### config.mk
export PLATFORM = sky130hd
export DESIGN_NAME = mc_control
export DESIGN_NICKNAME = d
export VERILOG_FILES = /design/src/rtl/mc_control_pkg.sv /design/src/rtl/mc_control_decode.sv /design/src/rtl/mc_control.sv
export SDC_FILE = /design/constraint.sdc
export NUM_CORES = 1
export LEC_CHECK = 0
export CAP_MARGIN = 10
export CORE_MARGIN = 2
export CORE_UTILIZATION = 30
export CTS_BUF_LIST = sky130_fd_sc_hd__clkbuf_8
export CTS_CLUSTER_DIAMETER = 50
export DETAILED_ROUTE_END_ITERATION = 10
export GPL_TIMING_DRIVEN = 1
export PLACE_DENSITY_LB_ADDON = 0.08
export SYNTH_ARGS = -nofsm -noshare
export SYNTH_HDL_FRONTEND = slang
export SYNTH_HIERARCHICAL = 1
export SYNTH_SLANG_ARGS = --single-unit
### constraint.sdc
create_clock -name clk -period 1.6 [get_ports clk]
set_input_delay 0.16 -clock clk [delete_from_list [all_inputs] [get_ports clk]]
set_output_delay 0.16 -clock clk [all_outputs]
set_load 0.01 [all_outputs]
### src/rtl/mc_control_pkg.sv
// mc_control_pkg: shared definitions for the multicycle CPU control FSM.
//   - state codes (FETCH..JUMP, plus ADDI_EX/ADDI_WB when MC_CONTROL_ADDI_EN
//     is defined)
//   - opcode constants for the decoded instruction classes
//   - pc_source / alu_src_b / alu_op encodings, shared with the datapath muxes
//   - ctrl_t: bundle of every datapath control signal
// Optional feature macro: MC_CONTROL_ADDI_EN (adds the addi states).
package mc_control_pkg;

   localparam int OPC_W_DEF   = 6;
   localparam int STATE_W_DEF = 4;

   typedef enum logic [3:0] {
      S_FETCH    = 4'd0,
      S_DECODE   = 4'd1,
      S_MEMADDR  = 4'd2,
      S_MEMREAD  = 4'd3,
      S_MEMWB    = 4'd4,
      S_MEMWRITE = 4'd5,
      S_EXECUTE  = 4'd6,
      S_RTYPE_WB = 4'd7,
      S_BRANCH   = 4'd8,
      S_JUMP     = 4'd9
`ifdef MC_CONTROL_ADDI_EN
      ,
      S_ADDI_EX  = 4'd10,
      S_ADDI_WB  = 4'd11
`endif
   } state_e;

   localparam logic [5:0] OP_RTYPE = 6'b000000;
   localparam logic [5:0] OP_LW    = 6'b100011;
   localparam logic [5:0] OP_SW    = 6'b101011;
   localparam logic [5:0] OP_BEQ   = 6'b000100;
   localparam logic [5:0] OP_J     = 6'b000010;
   localparam logic [5:0] OP_ADDI  = 6'b001000;

   // pc_source drives the S input of the 3-input PC mux; 2'b11 is never used.
   localparam logic [1:0] PC_SRC_ALU    = 2'b00;
   localparam logic [1:0] PC_SRC_ALUOUT = 2'b01;
   localparam logic [1:0] PC_SRC_JUMP   = 2'b10;

   localparam logic [1:0] SRCB_B       = 2'b00;
   localparam logic [1:0] SRCB_FOUR    = 2'b01;
   localparam logic [1:0] SRCB_SEXT    = 2'b10;
   localparam logic [1:0] SRCB_SEXT_SH = 2'b11;

   localparam logic [1:0] ALUOP_ADD   = 2'b00;
   localparam logic [1:0] ALUOP_SUB   = 2'b01;
   localparam logic [1:0] ALUOP_FUNCT = 2'b10;

   typedef struct packed {
      logic       pc_write;
      logic       pc_write_cond;
      logic       i_or_d;
      logic       mem_read;
      logic       mem_write;
      logic       ir_write;
      logic       mem_to_reg;
      logic       reg_write;
      logic       reg_dst;
      logic       alu_src_a;
      logic [1:0] alu_src_b;
      logic [1:0] alu_op;
      logic [1:0] pc_source;
   } ctrl_t;

endpackage

### src/rtl/mc_control_decode.sv
// mc_control_decode: combinational state -> control-signal table.
// Ports:
//   state_i   in  current FSM state
//   reset_n   in  active-low reset; while low every control output is 0
//   mem_ready in  memory handshake; qualifies the FETCH-cycle IR/PC loads
//   ctrl_o    out all datapath enables and selects
// Optional feature macro: MC_CONTROL_ADDI_EN (decodes ADDI_EX/ADDI_WB).
module mc_control_decode
   import mc_control_pkg::*;
(
   input  state_e state_i,
   input  logic   reset_n,
   input  logic   mem_ready,
   output ctrl_t  ctrl_o
);

   always_comb begin
      ctrl_o = '0;
      if (reset_n) begin
         unique case (state_i)
            S_FETCH: begin
               ctrl_o.mem_read  = 1'b1;
               ctrl_o.alu_src_b = SRCB_FOUR;
               ctrl_o.alu_op    = ALUOP_ADD;
               ctrl_o.pc_source = PC_SRC_ALU;
               // IR and PC load only in the cycle the fetch completes.
               ctrl_o.ir_write  = mem_ready;
               ctrl_o.pc_write  = mem_ready;
            end
            S_DECODE: begin
               ctrl_o.alu_src_b = SRCB_SEXT_SH;
               ctrl_o.alu_op    = ALUOP_ADD;
            end
            S_MEMADDR: begin
               ctrl_o.alu_src_a = 1'b1;
               ctrl_o.alu_src_b = SRCB_SEXT;
            end
            S_MEMREAD: begin
               ctrl_o.mem_read = 1'b1;
               ctrl_o.i_or_d   = 1'b1;
            end
            S_MEMWB: begin
               ctrl_o.reg_write  = 1'b1;
               ctrl_o.mem_to_reg = 1'b1;
            end
            S_MEMWRITE: begin
               ctrl_o.mem_write = 1'b1;
               ctrl_o.i_or_d    = 1'b1;
            end
            S_EXECUTE: begin
               ctrl_o.alu_src_a = 1'b1;
               ctrl_o.alu_src_b = SRCB_B;
               ctrl_o.alu_op    = ALUOP_FUNCT;
            end
            S_RTYPE_WB: begin
               ctrl_o.reg_write = 1'b1;
               ctrl_o.reg_dst   = 1'b1;
            end
            S_BRANCH: begin
               ctrl_o.alu_src_a     = 1'b1;
               ctrl_o.alu_src_b     = SRCB_B;
               ctrl_o.alu_op        = ALUOP_SUB;
               ctrl_o.pc_write_cond = 1'b1;
               ctrl_o.pc_source     = PC_SRC_ALUOUT;
            end
            S_JUMP: begin
               ctrl_o.pc_write  = 1'b1;
               ctrl_o.pc_source = PC_SRC_JUMP;
            end
`ifdef MC_CONTROL_ADDI_EN
            S_ADDI_EX: begin
               ctrl_o.alu_src_a = 1'b1;
               ctrl_o.alu_src_b = SRCB_SEXT;
               ctrl_o.alu_op    = ALUOP_ADD;
            end
            S_ADDI_WB: begin
               ctrl_o.reg_write = 1'b1;
            end
`endif
            // Illegal codes leave every output at 0.
            default: ;
         endcase
      end
   end

endmodule

### src/rtl/mc_control.sv
// mc_control: Moore-style control FSM for the multicycle CPU datapath.
// Sequences fetch/decode/execute/memory/writeback for R-type, lw, sw, beq, j.
// Ports:
//   clk, reset_n        clock (rising edge) and synchronous active-low reset
//   opcode              IR[31:26], valid from DECODE onward
//   zero                ALU zero flag (consumed in the datapath, not here)
//   mem_ready           memory handshake, see below
//   pc_write .. pc_source  datapath enables and selects
//   state               current state code, exported for debug
// Handshake: mem_read / mem_write are requests held high for as long as the
// FSM sits in a memory state; mem_ready=1 in a cycle means the memory
// completes that access in that same cycle, and the FSM advances at the next
// edge. With mem_ready=0 the FSM holds and the request stays asserted.
// Optional feature macro: MC_CONTROL_ADDI_EN (adds addi via ADDI_EX/ADDI_WB).
module mc_control
   import mc_control_pkg::*;
#(
   parameter int OPC_W   = OPC_W_DEF,
   parameter int STATE_W = STATE_W_DEF
)(
   input  logic               clk,
   input  logic               reset_n,
   input  logic [OPC_W-1:0]   opcode,
   input  logic               zero,
   input  logic               mem_ready,
   output logic               pc_write,
   output logic               pc_write_cond,
   output logic               i_or_d,
   output logic               mem_read,
   output logic               mem_write,
   output logic               ir_write,
   output logic               mem_to_reg,
   output logic               reg_write,
   output logic               reg_dst,
   output logic               alu_src_a,
   output logic [1:0]         alu_src_b,
   output logic [1:0]         alu_op,
   output logic [1:0]         pc_source,
   output logic [STATE_W-1:0] state
);

   state_e state_q, state_d;
   ctrl_t  ctrl;
   logic   unused_zero;

   // The branch condition is resolved in the datapath (pc_write_cond & zero).
   assign unused_zero = zero;

   always_ff @(posedge clk) begin
      if (!reset_n) state_q <= S_FETCH;
      else          state_q <= state_d;
   end

   always_comb begin
      state_d = S_FETCH;
      unique case (state_q)
         S_FETCH:    state_d = mem_ready ? S_DECODE : S_FETCH;
         S_DECODE: begin
            if      (opcode == OP_RTYPE)                     state_d = S_EXECUTE;
            else if (opcode == OP_LW || opcode == OP_SW)     state_d = S_MEMADDR;
            else if (opcode == OP_BEQ)                       state_d = S_BRANCH;
            else if (opcode == OP_J)                         state_d = S_JUMP;
`ifdef MC_CONTROL_ADDI_EN
            else if (opcode == OP_ADDI)                      state_d = S_ADDI_EX;
`endif
            else                                             state_d = S_FETCH;
         end
         S_MEMADDR:  state_d = (opcode == OP_SW) ? S_MEMWRITE : S_MEMREAD;
         S_MEMREAD:  state_d = mem_ready ? S_MEMWB : S_MEMREAD;
         S_MEMWB:    state_d = S_FETCH;
         S_MEMWRITE: state_d = mem_ready ? S_FETCH : S_MEMWRITE;
         S_EXECUTE:  state_d = S_RTYPE_WB;
         S_RTYPE_WB: state_d = S_FETCH;
         S_BRANCH:   state_d = S_FETCH;
         S_JUMP:     state_d = S_FETCH;
`ifdef MC_CONTROL_ADDI_EN
         S_ADDI_EX:  state_d = S_ADDI_WB;
         S_ADDI_WB:  state_d = S_FETCH;
`endif
         default:    state_d = S_FETCH;
      endcase
   end

   mc_control_decode u_decode (
      .state_i   (state_q),
      .reset_n   (reset_n),
      .mem_ready (mem_ready),
      .ctrl_o    (ctrl)
   );

   assign pc_write      = ctrl.pc_write;
   assign pc_write_cond = ctrl.pc_write_cond;
   assign i_or_d        = ctrl.i_or_d;
   assign mem_read      = ctrl.mem_read;
   assign mem_write     = ctrl.mem_write;
   assign ir_write      = ctrl.ir_write;
   assign mem_to_reg    = ctrl.mem_to_reg;
   assign reg_write     = ctrl.reg_write;
   assign reg_dst       = ctrl.reg_dst;
   assign alu_src_a     = ctrl.alu_src_a;
   assign alu_src_b     = ctrl.alu_src_b;
   assign alu_op        = ctrl.alu_op;
   assign pc_source     = ctrl.pc_source;
   assign state         = STATE_W'(state_q);

endmodule

* Word level (Yosys, flattened, before mapping) *
Index checks and enable logic that the tools add are counted.
W data, S select, Z words.

word-level totals
  register bits = 4
  logic and storage cells = 44
  bits of input ports = 10
  output and inout bits = 20

cells by class
  equal/unequal tests = 13
  muxes and demuxes = 23
  reductions and logical operators = 7

operators with widths
  kind                  number
  $pmux W4 S6           1
  $eq A4 B3 Y1 const B  4
  $mux W16              1
  $mux W4               4
  $eq A6 B6 Y1 const B  2
  $mux W1               10
  $mux W3               3
  $eq A4 B2 Y1 const B  2
  $eq A4 B4 Y1 const B  2
  $pmux W2 S2           2
  $eq A6 B2 Y1 const B  1
  $eq A6 B3 Y1 const B  1
  $logic_not A6 Y1      1
  $pmux W2 S3           1
  $reduce_or A2 Y1      3
  $eq A4 B1 Y1 const B  1
  $logic_not A4 Y1      1
  $reduce_or A3 Y1      1
  $pmux W1 S2           1
  $logic_or A1 B1 Y1    1

* Longest topological paths before layout *
Gate-level depths: netlist of run 1.

  depth in word-level cells = 6
  gate-level depth with buffers = 5
  depth with buffers taken out = 4

* Cells and area by module *
Netlist of run 1, hierarchy kept.

by module, submodules not included
  module             cells an instance  instances  area each (µm²)  sequential area each (µm²)
  mc_control         41                 1          311.5            80.1
  mc_control_decode  30                 1          210.2            0.0

* Worst setup path before layout of run 1 *
Ideal clock, no wire load.

  kind = register to output
  start = register state_q[1], in the netlist state[1]
  end = output port alu_op[0]
  path slack = 0.028 ns
  arrival = 1.412 ns
  buffers on the path = 2
  data required time = 1.440 ns
  cell stages (with the launch flop) = 4
  cell sequence = dfxtp_1 buf_4 nor4_1 buf_4

on the way
  word-level cells in the longest chain between the ends = 3
  elaborated cells between the ends (all ways) = 4
  classes of those cells = 2 x eq/ne; 2 x mux

ends and longest elaborated chain
  element                                              line                     text
  start, declared                                      mc_control.sv:42         state_e state_q, state_d;
  start signal, assigned                               mc_control.sv:51         else state_q <= state_d;
  $eq A4 B4 Y1 / $eq A4 B3 Y1 (equally long branches)  mc_control_decode.sv:20  unique case (state_i)
  $pmux W2 S2 *                                        mc_control_decode.sv:20
  $mux W16 *                                           mc_control_decode.sv:19  if (reset_n) begin
  end, declared                                        mc_control.sv:37         output logic [1:0] alu_op,

Every way passes the cells marked *; elsewhere a longest branch is shown, timed or not.

* Worst setup path after layout of run 1 *
  start = register state_q[2], in the netlist state[2]
  end = output port state[2]

RTL lines
  element        line              text
  end, declared  mc_control.sv:39  output logic [STATE_W-1:0] state

No word-level cell between the ends.

==> impl_summary.txt, run 1 <==
----------------------------------------------------
[Run status]
  Run status ... complete, no violations

[Route]
  Via count ... 694
  Per-cell routed wire length ... 12.7 um
  Remaining number of nets flagged by the antenna check after routing ... 0
  Total iterations of the first detailed-routing run ... 4
  Total wire length ... between 1500 and 2000 um
  Via count normalized by instance count ... 5.26
  Detailed-route DRC error count ... 0
  DRC violation total after the first TritonRoute iteration ... 12

[STA]
  Final worst path period need ... between 1.5 and 2 ns
  Slew Limit Headroom ... about four fifths
  Maximum clock frequency ... approximately 650 MHz
  Count of final setup violators ... 0
  Worst slack on hold paths ... about 0.55 ns
  Final worst slack ... roughly 0.071 ns
  Largest clock skew in the final design ... ~0.0034 ns
  Fin crit share ... between 90% and 100%
  Transition time at the pin with the least slew margin ... around 0.32 ns
  Final Max Tran Viols ... 0
  Total count of hold-check failures in the final report ... 0

[Final layout]
  Post-layout instance area ... around 990 um^2
  Fin nets ... 127
  Total inserted antenna cells ... 0
  Commonest non-fill, non-tap cell in the layout ... buf_4
  Post-layout utilization of the core ... 58.7%
  Commonest non-fill, non-tap cells in the layout ... buf_4, dlygate4sd2_1, clkdlybuf4s50_1
  Area grow syn2layout ... 89.9%
  Fraction of final layout cells sized beyond drive strength 1 ... 33.0%
  Number of flip-flops under the largest register name ... 4

[Synthesis]
  Xor and xnor fraction of the mapped netlist area ... around 6.5%
  Synth area leader ... dfxtp_1
  Synthesized area per cell ... between 7 and 8 um^2
  Fraction of the yosys area taken by sequential cells ... roughly 15%
  Number of flops mapped to enable cells by yosys ... 0
  Multiplexer area fraction after synthesis ... 1.92%
  Net count after synthesis ... 81
  Combinational family with the most area after synthesis ... simple AND/OR/NAND/NOR gates
  Adder-cell share of the synthesized area ... 0%
  Compound-Gate Fraction of Synth Area ... between 15 and 20%
  Seq cells post-synth ... 4
  Proportion of netlist area held by the largest area contributor ... between 10% and 20%
  Leading post-synthesis cells by cell area ... dfxtp_1, nor3_1, buf_4
  Netlist Area Pre-Place ... between 500 and 600 um^2
  Async set or reset register ratio after synthesis ... 0%
  Synth unique cells ... 38
  Number of synthesis warnings ... 6
  Top FF cell, synth ... dfxtp_1
  Fraction of the mapped netlist area in simple logic gates ... between 40% and 50%
  Syn Inst Count ... 71

[Clock tree]
  Buffer type at the clock tree root ... clkbuf_8
  Clock latency on the worst-skew pair ... around 0.22 ns
  CTS tree ... yes
  Clock buffer count from CTS ... 3
  Number of sinks handled by clock tree synthesis ... 4
  Number of buffers on the longest clock path ... 2
  CTS clk-pin slew, worst paths ... 0.03 ns
  H-tree lvl count ... 1
  Hold bufs inserted after CTS ... 0

[Power]
  PD cells ... roughly 440 mW/mm^2
  Leak ... around 0.00046 uW
  IR Drop Worst-Case VDD ... around 390 uV

[Worst setup path]
  Crit path to ... state[2]
  Kind of capture point of the worst setup path ... primary output
  Critical path class ... reg2out
  Startpoint types ... register
  End of the worst register-to-register path ... state[0]
  Startpoint of the worst setup timing path ... state[2]
  Required time worst endpoint ... around 1.4 ns
  Worst R2R Setup Slack ... ~0.22 ns
  Max Fanout on Critical Path ... 10
  R2R depth ... 5
  Origin of the critical flop-to-flop path ... state[1]
  Data arrival time of the worst path ... between 1 and 1.5 ns

[GRT]
  Antenna violations before repair ... 0
  Global-route wire length before repair ... ~2800 um
  Via count of the first global-routing pass ... 631
  Global router's overall resource usage ... a little under a fifth
  Overflow left after global routing ... 0
  Largest net degree at the start of global routing ... 11

[Placed design]
  Quantity of I/O buffers inserted on ports ... 28
  Worst Setup Slack post-DPL ... -0.262 ns
  Final estimated routing congestion in global placement ... ~0.78
  Placed standard-cell area ... approximately 900 um^2
  Detailed placer's ending HPWL ... 1150 um

[Worst hold path]
  Hold Path Depth ... 2
  Worst hold-check path type ... in2reg

[Floorplan]
  Number of primary I/O pins ... 30
  Die outline area ... 0.00209 mm^2
  Die extent in y ... 45.7 um
  Width of the chip ... between 40 and 50 um
  Initial Utilization ... a little under a third
  Row Count ... 15
  Core region area ... 0.00169 mm^2

[Run]
  MaxCap Viol Count ... 0

----------------------------------------------------
-- repair_timing --
item,4_1_cts,5_1_grt
setup buffers,2,1
endpoints found under the setup margin,19,3
gates resized for setup,30,3
-- per-layer routing --
layer | share of wire [%] | GRT usage, % | up-vias
met5 | 0 | 0 | -
met2 | 49 | 29.0 | 23
met3 | 4.6 | 3.57 | 4
met4 | 1.0 | 6.86 | 0
met1 | 45 | 24.2 | 322
li1 | - | - | 345
-- cell type report --
type / instances / area [um^2]
Clock buffer: 3 / 41.3
Fill cell: 161 / 698
Inverter: 5 / 18.8
Multi-Input combinational cell: 57 / 425
Sequential cell: 4 / 92.6
Tap cell: 17 / 21.3
Timing Repair Buffer: 46 / 392
-- through the flow --
stage	setup TNS, ns	total power [uW]	std cells
after global placement	-2.85	223	126
after global routing	-0.0362	453	132
after floorplan	0	152	71
final	0	436	132
after CTS	0	436	131
after detailed placement	-3.10	223	126
-- worst min path at each step --
stage	slack (ns)	from	endpoint
global route	0.57	opcode[5]	state[3]
global placement	0.78	opcode[5]	state[3]
finish	0.55	opcode[5]	state[3]
detailed placement	0.78	opcode[5]	state[3]
floorplan	0.24	opcode[5]	state[3]
CTS	0.54	reset_n	state[3]
-- worst max-delay path, stage by stage, from the launching register on --
cell	delay, ns
dfxtp_4	0.40
buf_4	0.20
clkdlybuf4s50_1	0.55
-- cells in the mapped netlist, types with 2 or more instances --
master   count
inv_1        5
a21oi_1      4
o211a_1      2
buf_4        3
nand2_1      4
nor3_1       9
nor4_1       2
dfxtp_1      4
buf_2        2
nor2b_1      2
o21ai_0      2
nor3b_1      2
nor2_1       5
-- cells by family after synthesis --
| family | Yosys count |
|---|---|
| flops | 4 |
| buf+inv | 10 |
| mux | 1 |
| simple gates | 39 |
| compound gates | 14 |
| xor+xnor | 3 |
-- report_power, final --
part / switching, uW / internal, uW / total [uW]
clock: 58.9 / 161 / 220
sequential: 5.07 / 98.0 / 103
combinational: 50.0 / 62.7 / 113
No activity file was read; power rests on OpenSTA's default activity.
==> run 2, diff against run 1 <==
==> constraint.sdc (replaced) <==
create_clock -name clk -period 1.6 [get_ports clk]
set_input_delay 0.16 -clock clk [delete_from_list [all_inputs] [get_ports clk]]
set_output_delay 0.16 -clock clk [all_outputs]
set_load 0.005 [all_outputs]
==> impl_summary.txt, run 2 (synthesized netlist as in run 1, its figures left out) <==
----------------------------------------------------
[Clock tree]
  Hold bufs inserted after CTS ... 0
  Buffer type at the clock tree root ... clkbuf_8
  Clock buffer count from CTS ... 3
  CTS clk-pin slew, worst paths ... 0.03 ns
  H-tree lvl count ... 1
  CTS tree ... yes
  Number of sinks handled by clock tree synthesis ... 4
  Number of buffers on the longest clock path ... 2
  Clock latency on the worst-skew pair ... ~0.22 ns

[STA]
  Worst slack on hold paths ... between 0.5 and 0.6 ns
  Slew Limit Headroom ... about four fifths
  Final Max Tran Viols ... 0
  Fin crit share ... 95.6%
  Final worst path period need ... approximately 1.5 ns
  Setup TNS ... 0 ns
  Total count of hold-check failures in the final report ... 0
  Unrepaired setup endpoints after global routing ... no
  Transition time at the pin with the least slew margin ... about 0.3 ns
  Largest clock skew in the final design ... 0.00144 ns
  Count of final setup violators ... 0
  Maximum clock frequency ... approximately 650 MHz

[Final layout]
  Fraction of final layout cells sized beyond drive strength 1 ... around 36%
  Total inserted antenna cells ... 0
  Post-layout utilization of the core ... 60.6%
  Filler cell count in the final layout ... 153
  Commonest non-fill, non-tap cells in the layout ... buf_4, dlygate4sd2_1, clkdlybuf4s50_1
  Number of flip-flops under the largest register name ... 4
  Layout Cells excl Fill ... roughly 130
  Area grow syn2layout ... 96.2%
  Fin nets ... 129
  Commonest non-fill, non-tap cell in the layout ... buf_4

[Route]
  Remaining number of nets flagged by the antenna check after routing ... 0
  Via count ... 683
  DRC violation total after the first TritonRoute iteration ... 16
  Via count normalized by instance count ... approximately 5.1
  Total wire length ... 1590 um
  Detailed-route DRC error count ... 0
  Total iterations of the first detailed-routing run ... 4
  Per-cell routed wire length ... 11.9 um

[Floorplan]
  Width of the chip ... between 40 and 50 um
  Number of primary I/O pins ... 30
  Die extent in y ... 45.7 um
  Core region area ... 0.00169 mm^2
  Die outline area ... around 0.0021 mm^2
  Row Count ... 15
  Initial Utilization ... between 30% and 40%

[GRT]
  Busiest metal layer after global routing ... met2
  Largest net degree at the start of global routing ... 11
  Met1 track utilization from global routing ... between 20% and 30%
  Antenna violations before repair ... 0
  GRT met3 Usage ... ~3.6%
  Overflow left after global routing ... 0
  Global-route wire length before repair ... between 2000 and 3000 um
  Global router's overall resource usage ... 16.8%
  Grt met2 use ... around 25%
  Via count of the first global-routing pass ... 587

[Worst setup path]
  Startpoint types ... register
  Kind of capture point of the worst setup path ... primary output
  Slowest cell on the critical path ... dfxtp_4
  Required time worst endpoint ... between 1 and 1.5 ns
  Cell occurring most often along the worst timing path ... buf_4
  Worst R2R Setup Slack ... 0.12 ns
  List of cells traversed by the critical path ... buf_4 -> buf_4 -> nor2_2 -> and4b_1 -> clkdlybuf4s15_1
  Max Fanout on Critical Path ... 6
  Data arrival time of the worst path ... roughly 1.4 ns
  Origin of the critical flop-to-flop path ... state[1]
  End of the worst register-to-register path ... state[0]
  R2R depth ... 7
  Buffers & Inverters on Critical Path ... 3
  Critical path class ... reg2out
  Family of cells with the greatest summed delay on the critical path ... buffers and inverters
  Slowest stage delay, CP ... around 0.36 ns

[Power]
  IR Drop Worst-Case VDD ... slightly above 500 uV
  Final Power ... between 400 and 500 uW
  PD cells ... roughly 420 mW/mm^2
  Leak ... between 0.0005 and 0.0006 uW

[Worst hold path]
  Min-Delay Endpoint ... state[3]
  Hold Path Depth ... 2
  Worst Hold Launch ... opcode[5]
  Worst hold-check path type ... in2reg

[Placed design]
  Final estimated routing congestion in global placement ... approximately 0.80
  Quantity of I/O buffers inserted on ports ... 28
  DP Cell Count ... around 130
  Detailed placer's ending HPWL ... between 1000 and 1500 um

[Run]
  MaxCap Viol Count ... 0

[Run status]
  Run status ... complete, no violations

----------------------------------------------------
## run 2: worst max-delay path by stage
| stage | slack, ns | to | cells after the start | start |
|---|---|---|---|---|
| floorplan | 0.23 | alu_op[0] | 3 | state[1] |
| global placement | -0.18 | pc_source[0] | 5 | reset_n |
| detailed placement | -0.23 | ir_write | 4 | reset_n |
| CTS | -0.06 | alu_src_b[1] | 3 | state[1] |
| global route | 0.006 | mem_write | 4 | state[3] |
| finish | 0.07 | ir_write | 5 | state[1] |
## run 2: area by class of cell
cell class                      count  area (um^2)  share of cell area, %
Multi-Input combinational cell     57          424                   41.4
Timing Repair Buffer               48          419                   41.0
Sequential cell                     4         95.1                   9.29
Clock buffer                        3         41.3                   4.03
Inverter                            5         22.5                   2.20
Tap cell                           17         21.3                   2.08
## run 2: metal layers
| layer | up-vias | share of wire [%] |
|---|---|---|
| met5 | - | 0 |
| met4 | 0 | 0 |
| met3 | 0 | 4.3 |
| met2 | 17 | 47 |
| met1 | 314 | 49 |
| li1 | 352 | - |
## run 2: where the power goes
group          internal (uW)  switching [uW]  total [uW]
clock                    160            53.1         214
sequential              97.3            5.20         102
combinational           64.8            46.0         111
total                    323             104         427
## run 2: worst register-to-register path: stages, from the launching register on
cell and delay (ns):
dfxtp_4 0.36, buf_4 0.14, buf_4 0.15, and2b_1 0.25
buf_4 0.13, mux2i_1 0.06, o22a_1 0.20, a21oi_1 0.11
## run 2: through the flow
stage | setup WS (ns) | area [um^2]
floorplan | 0.230 | 522
detailed placement | -0.234 | 896
global route | 0.00630 | 1020
finish | 0.0712 | 1020
CTS | -0.0558 | 970
global placement | -0.177 | 896
## run 2: what timing repair did
action / in CTS / in global routing
pin swaps: 4 / 1
cloned: 0 / 0
resized for setup: 27 / 7
buffers inserted: 2 / 4
setup endpoints to repair: 20 / 4
==> run 3, diff against run 2 <==
Settings changed: PLACE_DENSITY set to 0.65, PLACE_DENSITY_LB_ADDON 0.08 to unset.
==> impl_summary.txt, run 3 (synthesized netlist as in run 1, its figures left out) <==
----------------------------------------------------
[Final layout]
  Fin nets ... about 130
  Number of flip-flops under the largest register name ... 4
  Commonest non-fill, non-tap cell in the layout ... buf_4
  Fraction of final layout cells sized beyond drive strength 1 ... a little over a third
  Total inserted antenna cells ... 0
  Commonest non-fill, non-tap cells in the layout ... buf_4, dlygate4sd2_1, clkdlybuf4s50_1
  Layout Cells excl Fill ... between 100 and 150
  Area grow syn2layout ... 88.2%

[Worst setup path]
  Origin of the critical flop-to-flop path ... state[1]
  Max Fanout on Critical Path ... 7
  Critical path class ... reg2out
  Slowest cell on the critical path ... clkdlybuf4s50_1
  Required time worst endpoint ... 1.44 ns
  Startpoint of the worst setup timing path ... state[3]
  List of cells traversed by the critical path ... nand3b_1 -> nor2_1 -> clkdlybuf4s50_1
  Slowest stage delay, CP ... approximately 0.50 ns
  Data arrival time of the worst path ... about 1.4 ns
  Kind of capture point of the worst setup path ... primary output
  Startpoint types ... register

[STA]
  Fin crit share ... between 90% and 100%
  Setup TNS ... 0 ns
  Slew Limit Headroom ... 70.6%
  Transition time at the pin with the least slew margin ... 0.434 ns
  Count of final setup violators ... 0
  Unrepaired setup endpoints after global routing ... no
  Final worst path period need ... 1.55 ns
  Total count of hold-check failures in the final report ... 0
  Maximum clock frequency ... about 640 MHz
  Largest clock skew in the final design ... approximately 0.0063 ns
  Final Max Tran Viols ... 0

[GRT]
  Largest net degree at the start of global routing ... 12
  Global router's overall resource usage ... 16.7%
  Global-route wire length before repair ... about 2500 um
  Via count of the first global-routing pass ... 586
  Antenna violations before repair ... 0
  Overflow left after global routing ... 0

[Clock tree]
  Buffer type at the clock tree root ... clkbuf_8
  CTS tree ... yes
  H-tree lvl count ... 1
  CTS clk-pin slew, worst paths ... around 0.030 ns
  Number of buffers on the longest clock path ... 2
  Clock latency on the worst-skew pair ... ~0.22 ns
  Clock buffer count from CTS ... 3
  Number of sinks handled by clock tree synthesis ... 4

[Route]
  Detailed-route DRC error count ... 0
  Per-cell routed wire length ... 12.1 um
  Total wire length ... 1570 um
  Via count normalized by instance count ... 5.22
  Total iterations of the first detailed-routing run ... 4
  DRC violation total after the first TritonRoute iteration ... 10
  Remaining number of nets flagged by the antenna check after routing ... 0
  Via count ... ~680

[Floorplan]
  Row Count ... 15
  Die outline area ... approximately 0.0021 mm^2
  Core region area ... between 0.0015 and 0.002 mm^2
  Number of primary I/O pins ... 30
  Width of the chip ... between 40 and 50 um
  Initial Utilization ... a little under a third
  Die extent in y ... between 40 and 50 um

[Power]
  Leak ... ~0.00046 uW
  PD cells ... ~430 mW/mm^2
  IR Drop Worst-Case VDD ... about 320 uV

[Worst hold path]
  Worst Hold Launch ... reset_n
  Worst hold-check path type ... in2reg

[Placed design]
  Quantity of I/O buffers inserted on ports ... 28
  DP Cell Count ... between 100 and 150
  Detailed placer's ending HPWL ... around 1200 um
  Final estimated routing congestion in global placement ... 0.854

[Run]
  MaxCap Viol Count ... 0

[Run status]
  Run status ... complete, no violations

----------------------------------------------------
## run 3: cell count changes in the layout (fill, tap and decap cells not counted), sizes merged
cell           delta
clkdlybuf4s15     -2
buf               -2
dlymetal6s2s      -1
clkdlybuf4s50     +1
## run 3: path summary, 6_finish.rpt
check                   end  slack [ns]  depth (start not counted)
setup / recovery  reg_write        0.05                          3
hold / removal     state[3]        0.53                          4
setup reg to reg   state[2]        0.15                          4
hold reg to reg    state[2]        0.73                          3
## run 3: layer usage
layer / share of wire, % / track usage, % / up-vias
met3: 7.1 / 3.57 / 2
li1: - / - / 344
met1: 39 / 18.6 / 302
met5: 0 / 0 / -
met2: 52 / 30.4 / 31
met4: 1.8 / 6.86 / 0
## run 3: critical path, delay by kind of cell (launching register included)
kind,cells,cell delay (ns)
buffers and inverters,1,0.50
flip-flops,1,0.35
AND/OR/NAND/NOR,2,0.32
## run 3: timing repair
item,CTS,global route
resized for setup,34,5
hold buffers,0,0
endpoints found under the setup margin,20,3
pin swaps,6,1
buffers inserted,2,2
## run 3: cell type report
cell class	instances	area [um^2]
Sequential cell	4	95.1
Fill cell	165	707
Inverter	5	22.5
Tap cell	17	21.3
Multi-Input combinational cell	57	422
Clock buffer	3	41.3
Timing Repair Buffer	44	380
## run 3: stage by stage
| stage | instance area, um^2 | utilization (%) | hold slack [ns] | setup slack (ns) | power [uW] |
|---|---|---|---|---|---|
| after floorplan | 522 | - | 0.237 | 0.230 | 148 |
| after global placement | 881 | 52.1 | 0.787 | -0.178 | 215 |
| after detailed placement | 881 | 52.1 | 0.800 | -0.194 | 216 |
| after CTS | 960 | 56.8 | 0.525 | 0.00703 | 429 |
| after global routing | 982 | 58.1 | 0.563 | 0.00126 | 443 |
| final | 982 | 58.1 | 0.527 | 0.0460 | 424 |
## run 3: power breakdown
part | switching [uW] | leakage, uW | internal (uW)
Sequential | 5.01 | 0.0000355 | 97.3
Clock | 55.1 | 0.0000216 | 161
Combinational | 44.8 | 0.000404 | 60.8
Total | 105 | 0.000461 | 319
